## config.mk

```make
export PLATFORM = sky130hd
export DESIGN_NAME = fib_ctrl
export DESIGN_NICKNAME = d
export VERILOG_FILES = /design/src/rtl/fib_ctrl_pkg.sv /design/src/rtl/fib_ctrl_rr_arb.sv /design/src/rtl/fib_ctrl.sv
export SDC_FILE = /design/constraint.sdc
export NUM_CORES = 1
export LEC_CHECK = 0
export CAP_MARGIN = 20
export CORE_MARGIN = 2
export CORE_UTILIZATION = 45
export CTS_CLUSTER_SIZE = 30
export DETAILED_ROUTE_END_ITERATION = 6
export DONT_BUFFER_PORTS = 1
export HOLD_SLACK_MARGIN = 0.12
export PLACE_DENSITY = 0.59
export SYNTH_ARGS = -nofsm -noshare
export SYNTH_HDL_FRONTEND = slang
export SYNTH_HIERARCHICAL = 1
export SYNTH_SLANG_ARGS = --single-unit
```

## constraint.sdc

```tcl
create_clock -name clk -period 6.73 [get_ports clk]
set_input_delay 2.019 -clock clk [delete_from_list [all_inputs] [get_ports clk]]
set_output_delay 2.019 -clock clk [all_outputs]
set_load 0.005 [all_outputs]
```

## src/rtl/fib_ctrl_pkg.sv

```systemverilog
// Shared types and constants for the on-demand Fibonacci controller.
// The sequence is seeded with F(0) = F(1) = 1.
package fib_ctrl_pkg;

    typedef enum logic [1:0] {
        IDLE = 2'd0,
        CALC = 2'd1,
        RESP = 2'd2
    } state_e;

    localparam int unsigned FIB_W     = 32;
    localparam int unsigned FIB_IDX_W = 6;
    localparam logic [63:0] FIB_SEED  = 64'd1;

    // Width of a requester id; a single requester still gets one bit.
    function automatic int unsigned id_width(input int unsigned n);
        return (n > 32'd1) ? $clog2(n) : 32'd1;
    endfunction

endpackage

```

## src/rtl/fib_ctrl_rr_arb.sv

```systemverilog
// N_REQ-wide round-robin arbiter with a one-hot grant.
// The priority pointer is kept as a mask of the requesters that rank above the wrap point.
module rr_arb
    import fib_ctrl_pkg::*;
#(
    parameter int unsigned N_REQ = 2
) (
    input  logic             clk,
    input  logic             rst,
    input  logic [N_REQ-1:0] req,
    input  logic             enable,
    input  logic             advance,
    output logic [N_REQ-1:0] grant
);

    logic [N_REQ-1:0] mask_q;
    logic [N_REQ-1:0] mask_d;
    logic [N_REQ-1:0] masked_s;
    logic [N_REQ-1:0] src_s;
    logic [N_REQ-1:0] pick_s;

    // Prefer requests at or above the pointer; wrap to the full vector when none remain.
    always_comb begin
        masked_s = req & mask_q;
        if (|masked_s) begin
            src_s = masked_s;
        end else begin
            src_s = req;
        end
        pick_s = src_s & (~src_s + N_REQ'(1));
        if (enable) begin
            grant = pick_s;
        end else begin
            grant = '0;
        end
    end

    // After a grant to requester i, only requesters above i keep the upper-priority mask.
    always_comb begin
        if (advance) begin
            mask_d = ~((grant << 1'b1) - N_REQ'(1));
        end else begin
            mask_d = mask_q;
        end
    end

    // Pointer register; an all-ones mask gives requester 0 the top priority.
    always_ff @(posedge clk) begin
        if (rst) begin
            mask_q <= '1;
        end else begin
            mask_q <= mask_d;
        end
    end

endmodule

```

## src/rtl/fib_ctrl.sv

```systemverilog
// Shared Fibonacci engine: arbitrates requesters, iterates the two-register datapath
// index-many times and returns F(n) mod 2^W with a sticky overflow flag.
module fib_ctrl
    import fib_ctrl_pkg::*;
#(
    parameter int unsigned N_REQ = 2,
    parameter int unsigned IDX_W = FIB_IDX_W,
    parameter int unsigned W     = FIB_W
) (
    input  logic                         clk,
    input  logic                         rst,
    input  logic [N_REQ-1:0]             req_valid,
    input  logic [N_REQ*IDX_W-1:0]       req_n,
    output logic [N_REQ-1:0]             req_ready,
    output logic                         rsp_valid,
    input  logic                         rsp_ready,
    output logic [id_width(N_REQ)-1:0]   rsp_id,
    output logic [W-1:0]                 rsp_data,
    output logic                         rsp_ovf,
    output logic                         busy
);

    localparam int unsigned      ID_W    = id_width(N_REQ);
    localparam logic [W-1:0]     SEED    = W'(FIB_SEED);
    localparam logic [IDX_W-1:0] CNT_TWO = IDX_W'(2);

    state_e           state_q, state_d;
    logic [W-1:0]     a_q, a_d;
    logic [W-1:0]     b_q, b_d;
    logic [IDX_W-1:0] cnt_q, cnt_d;
    logic             ovf_q, ovf_d;
    logic [ID_W-1:0]  id_q, id_d;

    logic [W:0]       sum_s;
    logic             accept_s;
    logic [ID_W-1:0]  id_sel_s;
    logic [IDX_W-1:0] n_sel_s;

    rr_arb #(
        .N_REQ (N_REQ)
    ) u_arb (
        .clk     (clk),
        .rst     (rst),
        .req     (req_valid),
        .enable  (state_q == IDLE),
        .advance (accept_s),
        .grant   (req_ready)
    );

    assign accept_s = |(req_valid & req_ready);
    assign sum_s    = {1'b0, a_q} + {1'b0, b_q};

    // Encode the one-hot grant into an id and select that requester's index.
    always_comb begin
        id_sel_s = '0;
        n_sel_s  = '0;
        for (int i = 0; i < N_REQ; i++) begin
            if (req_ready[i]) begin
                id_sel_s = ID_W'(i);
                n_sel_s  = req_n[i*IDX_W +: IDX_W];
            end else begin
                id_sel_s = id_sel_s;
                n_sel_s  = n_sel_s;
            end
        end
    end

    // Next-state and datapath control.
    always_comb begin
        state_d = state_q;
        a_d     = a_q;
        b_d     = b_q;
        cnt_d   = cnt_q;
        ovf_d   = ovf_q;
        id_d    = id_q;
        case (state_q)
            IDLE: begin
                if (accept_s) begin
                    state_d = CALC;
                    a_d     = SEED;
                    b_d     = SEED;
                    cnt_d   = n_sel_s;
                    id_d    = id_sel_s;
                    ovf_d   = 1'b0;
                end else begin
                    state_d = IDLE;
                end
            end
            CALC: begin
                if (cnt_q < CNT_TWO) begin
                    state_d = RESP;
                end else begin
                    a_d   = b_q;
                    b_d   = sum_s[W-1:0];
                    cnt_d = cnt_q - IDX_W'(1);
                    ovf_d = ovf_q | sum_s[W];
                end
            end
            RESP: begin
                if (rsp_ready) begin
                    state_d = IDLE;
                    ovf_d   = 1'b0;
                end else begin
                    state_d = RESP;
                end
            end
            default: begin
                state_d = IDLE;
            end
        endcase
    end

    // State and datapath registers; reset discards any in-flight work.
    always_ff @(posedge clk) begin
        if (rst) begin
            state_q <= IDLE;
            a_q     <= '0;
            b_q     <= '0;
            cnt_q   <= '0;
            ovf_q   <= 1'b0;
            id_q    <= '0;
        end else begin
            state_q <= state_d;
            a_q     <= a_d;
            b_q     <= b_d;
            cnt_q   <= cnt_d;
            ovf_q   <= ovf_d;
            id_q    <= id_d;
        end
    end

    // Response fields come straight from flops, which stay frozen while in RESP.
    assign rsp_valid = (state_q == RESP);
    assign rsp_data  = b_q;
    assign rsp_ovf   = ovf_q;
    assign rsp_id    = id_q;
    assign busy      = (state_q != IDLE);

endmodule

```

==> flow_metrics.py, run 1 <==
metrics = {
    "worst_setup_path": {
        "cp-start-kind": "primary input",
        "crit_slowest_cell": "a21oi_1",
        "crit_path_end_kind": "output port",
        "max_stage_delay_ps": 580,
        "crit_type": "primary input to output port",
        "crit_fanout": 10,
        "required_ps": 4710,
        "cp.arrival_ps": 2630,
        "path_buf_inv": 0,
        "critical-path-top-delay-family": "compound AO/OA/AOI/OAI gates",
        "crit_chain": "nand2_1 > a21oi_1",
    },
    "sta": {
        "slew_violations": 0,
        "setup_tns_ps": 0,
        "clock_skew_ps": 12.8,
        "finalSetupViolCount": 0,
        "setup_slack_ps": 2080,
        "fmax_mhz": 215,
        "finalCriticalPeriod_ps": 4650,
        "relSlewSlack_pct": 48.2,
        "hold_viol_final": 0,
        "fin_crit_sh_pct": 69.1,
        "max_slew.worst_pin.slew_ps": 773,
        "rsz0062_at_grt": "no",
    },
    "route": {
        "avgViaCountPerCell": 5.68,
        "wl_per_cell_um": 15.9,
        "via_count": 3652,
        "finalWirelength_um": 10200,
        "dr.pass1.iters": 4,
        "ant_nets": 0,
        "drt-initial-drc-count": 107,
        "drcViolationCount": 0,
    },
    "clock_tree": {
        "cts_root_buf": "clkbuf_8",
        "cts_tree": "done",
        "post_cts_buffers": 0,
        "clk_latency_ps": 360,
        "clockBufferDepth": 2,
        "cts.sinks": 76,
        "cts_resized": 0,
        "cts_buffers": 9,
        "ctsHtreeMaxLevel": 3,
        "post_cts_hold_buffer_count": 0,
        "clkTransAtPathRegs_ps": 90,
    },
    "die": {
        "core_area_mm2": 0.00959,
        "rows": 36,
        "start_util_pct": 45.7,
        "die_area_mm2": 0.0105,
        "dieHeight_um": 103,
        "die_w_um": 103,
        "ios": 55,
    },
    "logic_synthesis": {
        "synth.avg_cell_area_um2": 8.48,
        "yosys-top-cells-area": "dfxtp_1, ha_1, a22o_1",
        "synth_cells": 517,
        "synth_top_area_cell": "dfxtp_1",
        "netlist_area_mm2": 0.00438,
        "synth.net_count": 568,
        "synth-main-ff-cell": "dfxtp_1",
        "synthArstFlopShare_pct": 0,
        "synth_edf_count": 0,
        "synth_most_common_cell": "dfxtp_1",
        "synth-seq-cells": 76,
        "ys_types": 60,
        "yosysWarnings": 6,
        "synth_top_cell_area_share_pct": 34.7,
        "synth_common_cells": "dfxtp_1, nand2_1, a21oi_1",
        "yosysSeqAreaShare_pct": 34.7,
    },
    "placed_design": {
        "gp_congestion": 0.926,
        "dp_hpwl_um": 7410,
        "place_ws_ps": 2060,
        "portBuffers": 0,
    },
    "status": {
        "status": "complete, no violations",
    },
    "cells_and_area": {
        "post_route_cells_drive_above_1_share_pct": 6.86,
        "antenna_cells": 0,
        "syn_to_final_growth_pct": 7.42,
        "final_nets": 556,
    },
    "pwr": {
        "power.leakage_nw": 1.86,
        "power_density_mw_per_mm2": 209,
        "vdd_drop_max_mv": 0.153,
    },
    "run": {
        "cap_viol_max_count": 0,
    },
    "global_route": {
        "grt_max_degree": 37,
        "grt_pass1_wl_um": 16600,
        "grt_util_all_layers_pct": 20.0,
        "antenna_found_initial": 0,
        "grt_pass1_vias": 3443,
        "grt_overflow": 0,
    },
    "hold_path": {
        "hp-class": "register to register",
    },
}
[where the power goes]
part           internal, mW  switching (mW)  total (mW)  leakage, nW
combinational        0.0423          0.0850       0.127         1.14
sequential            0.463          0.0113       0.474        0.614
clock                 0.207           0.176       0.383        0.109
total                 0.713           0.272       0.984         1.86
[metal layers]
| metal | global-route usage [%] | part of all wire, % |
|---|---|---|
| met1 | 26.1 | 48 |
| met2 | 31.6 | 46 |
| met3 | 5.69 | 4.8 |
| met4 | 7.49 | 1.4 |
| met5 | 0 | 0 |
[logic make-up (layout without fill, tap and decap cells)]
logic type      Yosys count  after routing  share of synthesized area [%]
compound gates          188            188                           29.9
simple gates            145            145                           15.2
flops                    76             76                           34.7
buf+inv                  43             36                           4.00
fa+ha+maj                34             34                           9.87
xor+xnor                 27             27                           5.39
mux                       4              4                          0.942
[layout by cell type, fill, tap and decap left out, drive strengths merged, types with 3 or more instances in the layout]
cell / Yosys / layout
dfxtp: 76 / 76
nand2: 59 / 59
o21ai: 50 / 50
a21oi: 39 / 39
a22o: 33 / 33
nor2: 33 / 33
ha: 33 / 33
xor2: 19 / 19
inv: 16 / 16
nand3: 15 / 15
a21o: 11 / 11
nor3: 10 / 10
clkbuf: 16 / 9
a31oi: 8 / 8
xnor2: 8 / 8
nand2b: 7 / 7
o211ai: 6 / 6
a221oi: 5 / 5
a211oi: 4 / 4
o21bai: 4 / 4
nor2b: 4 / 4
a22oi: 4 / 4
and2: 4 / 4
and3: 4 / 4
a311oi: 4 / 4
clkinv: 0 / 4
buf: 11 / 4
mux2i: 3 / 3
o2111ai: 3 / 3
a21boi: 3 / 3
[sequential cells by signal (all words and copies together) (netlist names)]
name / cells
a_q: 32
rsp_data: 32
cnt_q: 6
state_q: 2
u_arb/mask_q: 2
rsp_id: 1
rsp_ovf: 1
[final timing paths]
kind / slack, ps / startpoint / to / cells past startpoint
worst min register to register: 470 / a_q[0] / a_q[0] / 2
worst max register to register: 3900 / state_q[1] / cnt_q[2] / 11
worst min-delay path: 470 / a_q[0] / a_q[0] / 2
worst max-delay path: 2080 / req_valid[1] / req_ready[1] / 2
[layout make-up]
cell class	count	area [um2]
fill	936	4880
sequential	76	1520
inverter	16	60.1
clock buffer	9	124
clock inverter	7	91.3
timing repair buffer	4	50.0
tap	133	166
multi-input combinational	398	2700
[through the flow]
step / cell area, um2 / total power, mW / hold WS [ps] / utilization (%) / cells
after global placement: 4470 / 0.601 / 438 / 46.6 / 626
after CTS: 4680 / 0.988 / 471 / 48.8 / 642
after floorplan: 4380 / 0.580 / 430 / - / 517
after detailed placement: 4470 / 0.604 / 459 / 46.6 / 626
after global routing: 4710 / 1.03 / 486 / 49.1 / 643
final: 4710 / 0.984 / 471 / 49.1 / 643
Power figures use the tool's default switching activity.
==> inputs of run 2 (changes only) <==
Settings changed: PLACE_DENSITY 0.59 to 0.61.
Clock period 6.73 ns to 3.8 ns, I/O delays scaled along.
==> run 2 against run 1 <==
Against the previous run:
- critical path depth up 8
- total power up 92%
- utilization up 0.44 points
- highest routed layer unchanged
- sequential power up 77%
- die area unchanged
- count of clock-buffer cells in the layout unchanged
- largest cell class unchanged
- critical endpoint is now rsp_data[30]
==> flow_metrics.py, run 2 (synthesis gave the netlist of run 1 again) <==
metrics = {
    "status": {
        "status": "complete, no violations",
    },
    "global_route": {
        "grt_overflow": 0,
        "grt_pass1_vias": 3578,
        "grt_pass1_wl_um": 17100,
        "grt_max_degree": 38,
        "grt_util_all_layers_pct": 20.4,
        "antenna_found_initial": 0,
    },
    "pwr": {
        "p_sw_mw": 0.496,
        "internal_power_mw": 1.40,
        "switching_share_pct": 26.2,
        "combPwrFrac_pct": 11.5,
        "seq_power_share_pct": 44.4,
        "vdd_drop_max_mv": 0.225,
        "clkPwrFrac_pct": 44.1,
        "power_density_mw_per_mm2": 398,
        "power.leakage_nw": 1.89,
    },
    "cells_and_area": {
        "antenna_cells": 0,
        "layout_common_cells": "dfxtp_1, nand2_1, a21oi_1",
        "final_nets": 557,
        "syn_to_final_growth_pct": 8.39,
        "post_route_cells_drive_above_1_share_pct": 7.05,
        "mostFrequentLayoutCell": "dfxtp_1",
    },
    "die": {
        "dieHeight_um": 103,
        "core_area_mm2": 0.00959,
        "start_util_pct": 45.7,
        "ios": 55,
        "die_w_um": 103,
        "rows": 36,
        "die_area_mm2": 0.0105,
    },
    "run": {
        "cap_viol_max_count": 0,
    },
    "sta": {
        "setup_slack_ps": 999,
        "finalSetupViolCount": 0,
        "clock_skew_ps": 10.8,
        "rsz0062_at_grt": "no",
        "finalCriticalPeriod_ps": 2800,
        "hold_viol_final": 0,
        "setup_tns_ps": 0,
        "fin_crit_sh_pct": 73.7,
        "slew_violations": 0,
        "relSlewSlack_pct": 47.9,
        "fmax_mhz": 357,
        "max_slew.worst_pin.slew_ps": 782,
        "hold_ws_ps": 454,
    },
    "placed_design": {
        "gp_congestion": 0.901,
        "place_ws_ps": 734,
        "dp_hpwl_um": 7570,
        "portBuffers": 0,
    },
    "clock_tree": {
        "post_cts_buffers": 0,
        "cts.sinks": 76,
        "cts_resized": 0,
        "post_cts_hold_buffer_count": 0,
        "cts_buffers": 9,
        "ctsHtreeMaxLevel": 3,
        "cts_tree": "done",
        "clockBufferDepth": 2,
        "clk_latency_ps": 350,
        "cts_root_buf": "clkbuf_8",
        "clkTransAtPathRegs_ps": 90,
    },
    "worst_setup_path": {
        "crit_chain": "ha_1 > inv_1 > fa_1 > nand2b_1 > a21oi_2 > o21ai_1 > a2111oi_2 > o21ai_1 > mux2_1 > nand2_1",
        "crit_fanout": 4,
        "required_ps": 4090,
        "r2r-end": "rsp_data[30]",
        "reg2reg_depth": 10,
        "crit_slowest_cell": "a2111oi_2",
        "crit_path_end_kind": "register",
        "max_stage_delay_ps": 580,
        "reg2reg_from": "rsp_data[0]",
        "path_depth": 10,
        "reg2reg_slack_ps": 1000,
        "path_buf_inv": 1,
        "crit_top_cell": "o21ai_1",
        "cp.arrival_ps": 3090,
        "cp-start-kind": "register",
        "crit_type": "register to register",
        "critical-path-top-delay-family": "compound AO/OA/AOI/OAI gates",
    },
    "hold_path": {
        "hold_start": "a_q[0]",
        "whs_path_depth": 2,
        "hp-class": "register to register",
        "hold_path_end": "a_q[0]",
    },
    "route": {
        "wl_met1_um": 4780,
        "finalWirelength_um": 10400,
        "dr.pass1.iters": 4,
        "met3_length_um": 539,
        "drcViolationCount": 0,
        "wl_per_cell_um": 16.2,
        "via_count": 3679,
        "avgViaCountPerCell": 5.71,
        "ant_nets": 0,
        "top_layer": "met4",
        "drt-initial-drc-count": 152,
        "wl_met2_um": 4930,
    },
}
-- run 2: cell types whose count changed in the layout (fill, tap and decap cells not counted), sizes merged --
cell	delta
clkinv	-3
bufinv	+2
inv	+2
buf	+1
clkinvlp	-1
-- run 2: stage by stage --
step	cells	power (mW)	area, um2	utilization, %
after floorplan	517	1.03	4380	-
after global routing	644	1.98	4750	49.5
after global placement	628	1.07	4480	46.7
after detailed placement	628	1.08	4480	46.7
final	644	1.89	4750	49.5
after CTS	644	1.91	4750	49.5
-- run 2: how the worst max path moves through the flow --
stage | end | from | slack, ps
final | rsp_data[30] | rsp_data[0] | 1000
after global routing | rsp_data[26] | rsp_data[0] | 720
after CTS | rsp_data[30] | rsp_data[0] | 990
after detailed placement | a_q[10] | req_valid[1] | 730
after global placement | a_q[12] | req_valid[1] | 810
after floorplan | rsp_data[31] | req_valid[1] | 1060
-- run 2: layout make-up --
type	instances	area (um2)
Fill cell	922	4840
Multi-Input combinational cell	398	2700
Sequential cell	76	1520
Tap cell	133	166
Clock inverter	7	146
Clock buffer	9	124
Inverter	16	60.1
Timing Repair Buffer	5	37.5
-- run 2: worst min-delay path: cells and delay by family, from the launching register on --
family             cells  cell delay [ps]
DFF                    1              320
and+or+nand+nor        1               50
AOI/OAI and AO/OA      1               50
-- run 2: routing by layer --
metal	up-vias	GRT usage, %
met5	-	0
met4	0	6.87
met3	12	5.15
met2	78	33.0
met1	1715	26.6
li1	1874	-
-- run 2: power by group through the flow --
stage | combinational [mW] | clock (mW) | sequential, mW
floorplan | 0.175 | 0 | 0.853
global placement | 0.212 | 0 | 0.858
detailed placement | 0.217 | 0 | 0.858
CTS | 0.218 | 0.849 | 0.840
global route | 0.246 | 0.894 | 0.845
finish | 0.218 | 0.835 | 0.840
